$ cat src/rtl/sar_pkg.sv
// ---------------------------------------------------------------------------
// sar_pkg
// Shared definitions for the successive-approximation search blocks:
//   - sar_state_t    : FSM state encoding (IDLE / WAIT / DECIDE)
//   - SETTLE_MAX     : largest supported comparator settle time in cycles
//   - SETTLE_W       : width of a settle counter able to hold SETTLE_MAX-1
//   - settle_preload : counter load value for a given settle time
// ---------------------------------------------------------------------------
package sar_pkg;

   typedef enum logic [1:0] {
      ST_IDLE   = 2'd0,
      ST_WAIT   = 2'd1,
      ST_DECIDE = 2'd2
   } sar_state_t;

   localparam int SETTLE_MAX = 7;
   localparam int SETTLE_W   = 3;

   // The counter is loaded with settle-1 and the wait ends in the cycle in
   // which it reads zero, giving exactly 'settle' wait cycles. Settle times
   // outside 1..SETTLE_MAX are clamped (0 means the wait state is skipped).
   function automatic logic [SETTLE_W-1:0] settle_preload(input int settle);
      logic [SETTLE_W-1:0] v;
      if (settle <= 1) begin
         v = '0;
      end else if (settle > SETTLE_MAX) begin
         v = SETTLE_W'(SETTLE_MAX - 1);
      end else begin
         v = SETTLE_W'(settle - 1);
      end
      return v;
   endfunction

endpackage

$ cat src/rtl/sar_settle_timer.sv
// ---------------------------------------------------------------------------
// sar_settle_timer
// Down-counter that times the settle window of a polled external comparator.
// Ports:
//   clk        in   rising-edge clock
//   resetn     in   synchronous active-low reset (counter -> 0)
//   load       in   load load_value (takes priority over count)
//   load_value in   CW-bit preload, i.e. wait cycles minus one
//   count      in   decrement by one while non-zero
//   expire     out  high while the counter reads zero (last wait cycle)
// ---------------------------------------------------------------------------
import sar_pkg::*;

module sar_settle_timer #(
   parameter int CW = SETTLE_W
) (
   input  logic          clk,
   input  logic          resetn,
   input  logic          load,
   input  logic [CW-1:0] load_value,
   input  logic          count,
   output logic          expire
);

   logic [CW-1:0] cnt_r;

   // Settle counter: reset, load, or saturating decrement.
   always_ff @(posedge clk) begin
      if (!resetn) begin
         cnt_r <= '0;
      end else if (load) begin
         cnt_r <= load_value;
      end else if (count && (cnt_r != '0)) begin
         cnt_r <= cnt_r - CW'(1);
      end else begin
         cnt_r <= cnt_r;
      end
   end

   assign expire = (cnt_r == '0);

endmodule

$ cat src/rtl/sar_search8.sv
// ---------------------------------------------------------------------------
// sar_search8
// Successive-approximation search for an unknown value X that is only
// observable through an external unsigned comparator (ge = X >= trial).
// One bit is resolved per (SETTLE+1) cycles, MSB first, so a search takes
// WIDTH*(SETTLE+1) cycles from the accepting edge to the DONE cycle.
// Parameters:
//   WIDTH  width of the searched value (default 8)
//   SETTLE comparator settle cycles after each trial change (0..7)
// Ports:
//   clk     in   rising-edge clock
//   resetn  in   synchronous active-low reset
//   start   in   request a search; only looked at while idle
//   ge      in   comparator result, 1 when X >= trial
//   trial   out  candidate driven to the comparator, held while idle
//   result  out  largest T with X >= T from the last completed search
//   busy    out  high while a search is running
//   done    out  one-cycle pulse when result is updated
// ---------------------------------------------------------------------------
import sar_pkg::*;

module sar_search8 #(
   parameter int WIDTH  = 8,
   parameter int SETTLE = 1
) (
   input  logic             clk,
   input  logic             resetn,
   input  logic             start,
   input  logic             ge,
   output logic [WIDTH-1:0] trial,
   output logic [WIDTH-1:0] result,
   output logic             busy,
   output logic             done
);

   localparam int                  KW             = (WIDTH > 1) ? $clog2(WIDTH) : 1;
   localparam logic [KW-1:0]       K_TOP          = KW'(WIDTH - 1);
   localparam logic [WIDTH-1:0]    TRIAL_INIT     = WIDTH'(1) << (WIDTH - 1);
   localparam logic [SETTLE_W-1:0] SETTLE_PRELOAD = settle_preload(SETTLE);
   localparam logic                HAS_WAIT       = (SETTLE > 0) ? 1'b1 : 1'b0;
   // With no settle time the new trial is decided in the very next cycle.
   localparam sar_state_t          ENTRY_STATE    = (SETTLE > 0) ? ST_WAIT : ST_DECIDE;

   sar_state_t       state_r,  state_s;
   logic [WIDTH-1:0] trial_r,  trial_s;
   logic [WIDTH-1:0] result_r, result_s;
   logic [KW-1:0]    k_r,      k_s;
   logic             busy_r,   busy_s;
   logic             done_r,   done_s;
   logic [WIDTH-1:0] dec_trial_s;
   logic             tmr_load_s;
   logic             tmr_count_s;
   logic             tmr_expire_s;

   sar_settle_timer #(
      .CW (SETTLE_W)
   ) u_settle (
      .clk        (clk),
      .resetn     (resetn),
      .load       (tmr_load_s),
      .load_value (SETTLE_PRELOAD),
      .count      (tmr_count_s),
      .expire     (tmr_expire_s)
   );

   // State and output registers.
   always_ff @(posedge clk) begin
      if (!resetn) begin
         state_r  <= ST_IDLE;
         trial_r  <= '0;
         result_r <= '0;
         k_r      <= '0;
         busy_r   <= 1'b0;
         done_r   <= 1'b0;
      end else begin
         state_r  <= state_s;
         trial_r  <= trial_s;
         result_r <= result_s;
         k_r      <= k_s;
         busy_r   <= busy_s;
         done_r   <= done_s;
      end
   end

   // Next-state logic: trial only moves when leaving IDLE or DECIDE.
   always_comb begin
      state_s     = state_r;
      trial_s     = trial_r;
      result_s    = result_r;
      k_s         = k_r;
      busy_s      = busy_r;
      done_s      = 1'b0;
      tmr_load_s  = 1'b0;
      tmr_count_s = 1'b0;
      dec_trial_s = trial_r;

      case (state_r)
         ST_IDLE: begin
            if (start) begin
               trial_s    = TRIAL_INIT;
               k_s        = K_TOP;
               busy_s     = 1'b1;
               state_s    = ENTRY_STATE;
               tmr_load_s = HAS_WAIT;
            end else begin
               state_s = ST_IDLE;
            end
         end

         ST_WAIT: begin
            // ge is deliberately not looked at here; it may still be moving.
            if (tmr_expire_s) begin
               state_s = ST_DECIDE;
            end else begin
               tmr_count_s = 1'b1;
            end
         end

         ST_DECIDE: begin
            // Keep bit k if X >= trial, otherwise drop it.
            dec_trial_s[k_r] = ge;
            if (k_r != '0) begin
               k_s                          = k_r - KW'(1);
               dec_trial_s[k_r - KW'(1)]    = 1'b1;
               state_s                      = ENTRY_STATE;
               tmr_load_s                   = HAS_WAIT;
            end else begin
               result_s = dec_trial_s;
               done_s   = 1'b1;
               busy_s   = 1'b0;
               state_s  = ST_IDLE;
            end
            trial_s = dec_trial_s;
         end

         default: begin
            state_s = ST_IDLE;
            busy_s  = 1'b0;
         end
      endcase
   end

   assign trial  = trial_r;
   assign result = result_r;
   assign busy   = busy_r;
   assign done   = done_r;

endmodule

$ cat config.mk
export PLATFORM = sky130hd
export DESIGN_NAME = sar_search8
export DESIGN_NICKNAME = d
export VERILOG_FILES = /design/src/rtl/sar_pkg.sv /design/src/rtl/sar_settle_timer.sv /design/src/rtl/sar_search8.sv
export SDC_FILE = /design/constraint.sdc
export NUM_CORES = 1
export LEC_CHECK = 0
export BUFFER_PORTS_ARGS = -buffer_cell sky130_fd_sc_hd__buf_2
export CORE_AREA = 2 2 67 69
export CTS_CLUSTER_SIZE = 10
export DETAILED_ROUTE_END_ITERATION = 7
export DIE_AREA = 0 0 69 71
export GPL_TIMING_DRIVEN = 0
export HOLD_SLACK_MARGIN = 0.06
export SETUP_SLACK_MARGIN = 0.15
export SLEW_MARGIN = 20
export SYNTH_ARGS = -nofsm -noshare
export SYNTH_HDL_FRONTEND = slang
export SYNTH_SLANG_ARGS = --single-unit
$ cat constraint.sdc
create_clock -name clk -period 1.7 [get_ports clk]
set_input_delay 0.255 -clock clk [delete_from_list [all_inputs] [get_ports clk]]
set_output_delay 0.255 -clock clk [all_outputs]
set_load 0.02 [all_outputs]
; ---- Word level (Yosys, flattened, before mapping)
; Cells that the tools add are included.
[op_classes]
add_sub_neg = 2
multipliers = 0
div_mod_pow = 0
order_cmp = 4
n_eq_ne = 6
n_shift = 0
mux = 24
bitwise_logic = 4
reduce_logical = 14
[op_table]
columns = operator, count
row1 = 8-bit 2-to-1 mux, 2
row2 = 8-bit case mux with 2 select lines, 1
row3 = 1-bit 2-to-1 mux, 11
row4 = 8-bit bitwise mux, 1
row5 = "3-bit by 4-bit < comparator with 1-bit output, second input constant", 2
row6 = "2-bit != test, second input constant", 4
row7 = 8-bit OR, 1
row8 = 1-bit demux with 3-bit select, 2
row9 = "3-bit by 1-bit >= comparator with 1-bit output, second input constant", 2
row10 = 3-bit 2-to-1 mux, 2
row11 = 2-bit case mux with 3 select lines, 1
row12 = 3-bit case mux with 2 select lines, 1
row13 = 2-bit AND reduction, 3
row14 = 3-bit AND reduction, 2
row15 = 3-bit nonzero test, 2
row16 = "3-bit by 1-bit subtractor with 3-bit output, second input constant", 2
row17 = 1-bit logical AND, 3
row18 = 3-bit logical NOT, 1
row19 = 1-bit NOT, 3
row20 = 1-bit case mux with 3 select lines, 1
row21 = "2-bit by 1-bit equality test with 1-bit output, second input constant", 1
row22 = "2-bit equality test, second input constant", 1
row23 = 2-bit logical NOT, 1
row24 = 2-bit 2-to-1 mux, 1
row25 = other kinds (3), 3
[totals]
ff_bits = 26
latchBits = 0
ramBits = 0
rom_bits = 0
input_bits = 4
output_inout_bits = 18
word_cells = 61
mem_count = 0

; ---- Depth between registers and ports, before layout
[depth]
word_depth = 8
mapped_depth = 7
depth_no_buf = 6

; ---- By module
; Synthesis repeated with hierarchy kept, for this count alone.
[unflattened]
cells_unflattened = 150
hier_area_um2 = 1307.5
[by_module_without_submodules]
columns = module, instances, cells_per_inst, area_per_inst_um2, seq_area_each_um2
row1 = sar_search8, 1, 129, 1122.3, 460.4
row2 = sar_settle_timer, 1, 21, 185.2, 60.1

; ---- Least setup slack after synthesis
; OpenSTA, ideal clock, no wires.
[synth_timing]
path_type = reg2reg
startpoint = register k_r[0]
endpoint = register trial_r[6] (netlist: trial[6])
setup_time_ns = 0.079
arrival_time_ns = 1.599
required_ns = 1.621
setup_slack_ns = 0.022
stages_incl_launch_ff = 6
n_path_buf = 1
period_less_slack_ns = 1.678
path_cell_list = dfxtp_1 > buf_2 > inv_2 > ha_1 > or4_4 > o221ai_2
[synth_via]
elab_chain_len = 8
elab_cells_between_ends = 16
classes_between = 1 x add/sub / 4 x order compare / 7 x mux / 1 x bitwise / 3 x reduce/logical
[synth_rtl]
columns = item, line
row1 = "start, declared", sar_search8.sv:47  ; logic [KW-1:0] k_r, k_s;
row2 = "start signal, assigned", sar_search8.sv:79  ; k_r <= k_s;
row3 = 3-bit by 1-bit subtractor with 3-bit output (tied with other cells), sar_search8.sv:124  ; dec_trial_s[k_r - KW'(1)] = 1'b1;
row4 = 3-bit by 4-bit < comparator with 1-bit output (implied by the code) (tied with other cells), sar_search8.sv:124
row5 = 1-bit logical AND (implied by the code) / 1-bit 2-to-1 mux (equally long branches), "sar_search8.sv:124, sar_search8.sv:121"
row6 = 1-bit 2-to-1 mux (implied by the code) / 1-bit demux with 3-bit select (equally long branches), "sar_search8.sv:124, sar_search8.sv:121"
row7 = 1-bit demux with 3-bit select / 8-bit bitwise mux (equally long branches), "sar_search8.sv:124, sar_search8.sv:121"
row8 = 8-bit OR (no line), --
row9 = 8-bit 2-to-1 mux (*), sar_search8.sv:122  ; if (k_r != '0) begin
row10 = 8-bit case mux with 2 select lines (*), sar_search8.sv:97  ; case (state_r)
row11 = "end signal, assigned", sar_search8.sv:77  ; trial_r <= trial_s;
row12 = "end, declared", sar_search8.sv:45  ; logic [WIDTH-1:0] trial_r, trial_s;
; Every way passes the cells marked *; elsewhere a longest branch is shown, timed or not.
; A chain may end at the register's enable or synchronous reset.

; ---- Worst setup path after layout
[layout_timing]
startpoint = register k_r[0]
endpoint = register trial_r[1] (netlist: trial[1])
; Same word-level chain as after synthesis.

==> impl_metrics.yaml <==
run_status:
  status: "finished clean"
setup_path:
  crit_type: "reg -> reg"
  worst_setup_path_end_kind: "flop"
  cp_slowest_cell: "dfxtp_2"
  required_ns: 1.84
  rr_endpoint: "trial[1]"
  cpLargestDelayFamily: "simple AND/OR/NAND/NOR gates"
  reg2reg_from: "k_r[0]"
  crit_arrival_ns: 1.61
  ff2ff_path_depth: 6
  cp_num_cells: 6
  cp-start-kind: "flop"
  cp_max_fo: 5
  cp_slowest_stage_delay_ns: 0.35
  r2r_slack_ns: 0.23
  critPathLaunch: "k_r[0]"
  path_cells: "buf_6 -> inv_2 -> ha_1 -> and2_1 -> nor2_1 -> o221ai_1"
  crit_buf_inv: 2
yosys:
  synth_edf_count: 0
  ys.flop_type: "dfxtp_1"
  syn_inst: 139
  syn_nets: 147
  syn_area_per_cell_um2: 9.41
  synth-seq-area-share_pct: 39.8
  synth_cell_type_count: 41
  async_flop_share_pct: 0
  ys_ff_latch: 26
  synth_xor_area_share_pct: 0.670
  yosysTopAreaCell: "dfxtp_1"
  syn_area_mm2: 0.00131
  synth_top_cell_area_share_pct: 39.8
  synth_compound_area_share_pct: 20.4
  yosysWarnings: 0
  synthSimpleGateAreaFrac_pct: 22.6
  synthTopCellsByArea: "dfxtp_1 40%, mux2i_1 6.1%, nand3_1 4.2%"
  synth.area.mux_share_pct: 6.12
  synthAdderAreaFrac_pct: 3.83
  synth_top_family_by_area: "simple AND/OR/NAND/NOR gates"
sta:
  period_needed_ns: 1.47
  skew_ns: 0.00798
  hold_viol: 0
  post-route-period-util_pct: 86.4
  rsz0062_at_grt: "no"
  setup_violations: 0
  fmax_mhz: 681
  whs_ns: 0.318
  relSlewSlack_pct: 73.1
  slew_violations: 0
  setup_tns_ns: 0
  worst_pin_slew_ns: 0.403
drt:
  drc: 0
  wl_mm: 3.05
  via_count: 1113
  via_per_inst: 5.04
  first_pass_iters: 4
  wl_per_cell_um: 13.8
  drt_iter0_drc: 70
  antenna_left: 0
place:
  port_buffers: 20
  placed_cells: 211
  place.detailed.hpwl_mm: 2.18
  place_congestion: 0.810
global_routing:
  grt_usage_pct: 12.5
  met3_usage_pct: 3.13
  grt_use_met1_pct: 17.0
  antenna_found_initial: 0
  grt-busiest-layer: "met2"
  grt_pass1_wl_mm: 5.04
  first_global_vias: 1038
  grt_overflow_total: 0
  grt_max_degree: 16
  use_met2_pct: 20.2
floorplanning:
  start_util_pct: 31.1
  fp.dieArea_mm2: 0.00490
  rows: 24
  io_pins: 22
  die_h_um: 71
  coreArea_mm2: 0.00420
  die_x_um: 69
clocking:
  cts_root_buf: "clkbuf_8"
  worstSkewPairLatency_ns: 0.27
  clk_path_buf_depth: 2
  clk_pin_slew_worst_paths_ns: 0.10
  clock_sinks: 26
  cts_tree: "done"
  cts_buffers: 3
  h-tree-depth: 1
cells_and_area:
  antenna_cells: 0
  nNetsFinal: 178
  drive_above_1_share_pct: 33.1
  synthToLayoutAreaGrowth_pct: 25.0
  final_cells: 221
  fin_util_pct: 38.9
flow_run:
  maxCapViolations: 0
worst_hold_path:
  min_from: "resetn"
  hold_end: "busy"
  hold_path_depth: 3
  min_path_type: "in -> reg"
pwr:
  peakVddDrop_uv: 533
  p_leak_nw: 0.682
  totalPowerFinal_mw: 1.47
  power_density_mw_per_mm2: 900
## flip-flops by register name, summed over array words and instances, names as in the netlist
name and cells:
k_r 3, state_r 2, result 8, trial 8
u_settle.cnt_r 3, done 1, busy 1
## worst reg2reg max path, delay by kind of cell, from the launching register on
family / cells / cell delay (ns)
AND/OR/NAND/NOR: 2 / 0.46
buffers and inverters: 2 / 0.15
flip-flops: 1 / 0.35
adder cells (fa/ha/maj): 1 / 0.23
AO/OA/AOI/OAI: 1 / 0.15
## layer usage
metal  wire length [um]  vias to the layer above  share of wire [%]
li1                   -                      567                  -
met1               1480                      522                 48
met2               1410                       22                 46
met3                138                        2                4.5
met4                 21                        0               0.69
met5                  0                        -                  0
## how the worst max path moves through the flow
stage               endpoint  slack [ns]
floorplan           trial[6]        0.19
global placement    trial[6]        0.08
detailed placement  trial[6]        0.08
CTS                 trial[6]        0.18
global route        trial[4]        0.15
finish              trial[1]        0.23
## layout make-up
type | instances | area [um2]
sequential | 26 | 522
tap | 52 | 65.1
buffer | 10 | 76.3
timing repair buffer | 26 | 145
fill | 447 | 2570
clock inverter | 1 | 30.0
clock buffer | 3 | 41.3
inverter | 6 | 22.5
multi-input combinational | 97 | 732
## cell families (layout without fill, tap and decap cells)
| kind of cell | Yosys count | after routing |
|---|---|---|
| buffers and inverters | 16 | 46 |
| XOR/XNOR | 1 | 1 |
| AO/OA/AOI/OAI | 39 | 39 |
| adder cells (fa/ha/maj) | 4 | 4 |
| AND/OR/NAND/NOR | 45 | 45 |
| flip-flops | 26 | 26 |
| multiplexers | 8 | 8 |
## synthesized netlist by cell type, types with 2 or more instances
library cell and n:
nor3_1 2, a21oi_1 10, nand2b_1 2, inv_1 4, o221ai_1 4, mux2i_1 8
nor2b_1 4, nor3b_1 3, nand3_1 11, a211oi_1 3, inv_2 2, o21a_1 3
dfxtp_1 26, ha_1 4, o21ai_0 2, o21bai_1 2, nand3b_1 4, o221ai_2 2
nor2_1 8, buf_4 3, buf_2 5, o21ai_1 8
## metrics by stage
| step | worst slack, ns | instance area, um2 |
|---|---|---|
| finish | 0.232 | 1630 |
| global route | 0.152 | 1630 |
| CTS | 0.182 | 1590 |
| detailed placement | 0.0783 | 1490 |
| global placement | 0.0813 | 1490 |
| floorplan | 0.192 | 1330 |
## power breakdown
part           internal [mW]  switching (mW)
Clock                  0.315           0.200
Sequential             0.636          0.0225
Combinational          0.126           0.171
## what timing repair did
item                                    in CTS  in global routing
endpoints found under the setup margin       8                 10
pin swaps                                    0                  3
hold buffers                                 0                  0
setup buffers                                3                  3
resized for setup                            2                  6
## cell usage in the layout (no fill, tap or decap), types with 2 or more instances in the layout
cell type	Yosys	layout
dfxtp_1	26	25
buf_2	5	23
nand3_1	11	11
a21oi_1	10	10
buf_4	3	9
mux2i_1	8	8
o21ai_1	8	8
nor2_1	8	6
nor2b_1	4	4
nand3b_1	4	4
o221ai_1	4	4
inv_1	4	3
inv_2	2	3
nor3b_1	3	3
o21a_1	3	3
ha_1	4	3
clkbuf_8	0	3
buf_6	0	2
o21bai_1	2	2
nor3_1	2	2
o221ai_2	2	2
nor2_2	0	2
a211oi_2	0	2
nand2b_1	2	2
o21ai_0	2	2
Note: power is estimated with default switching activity, not from simulation.
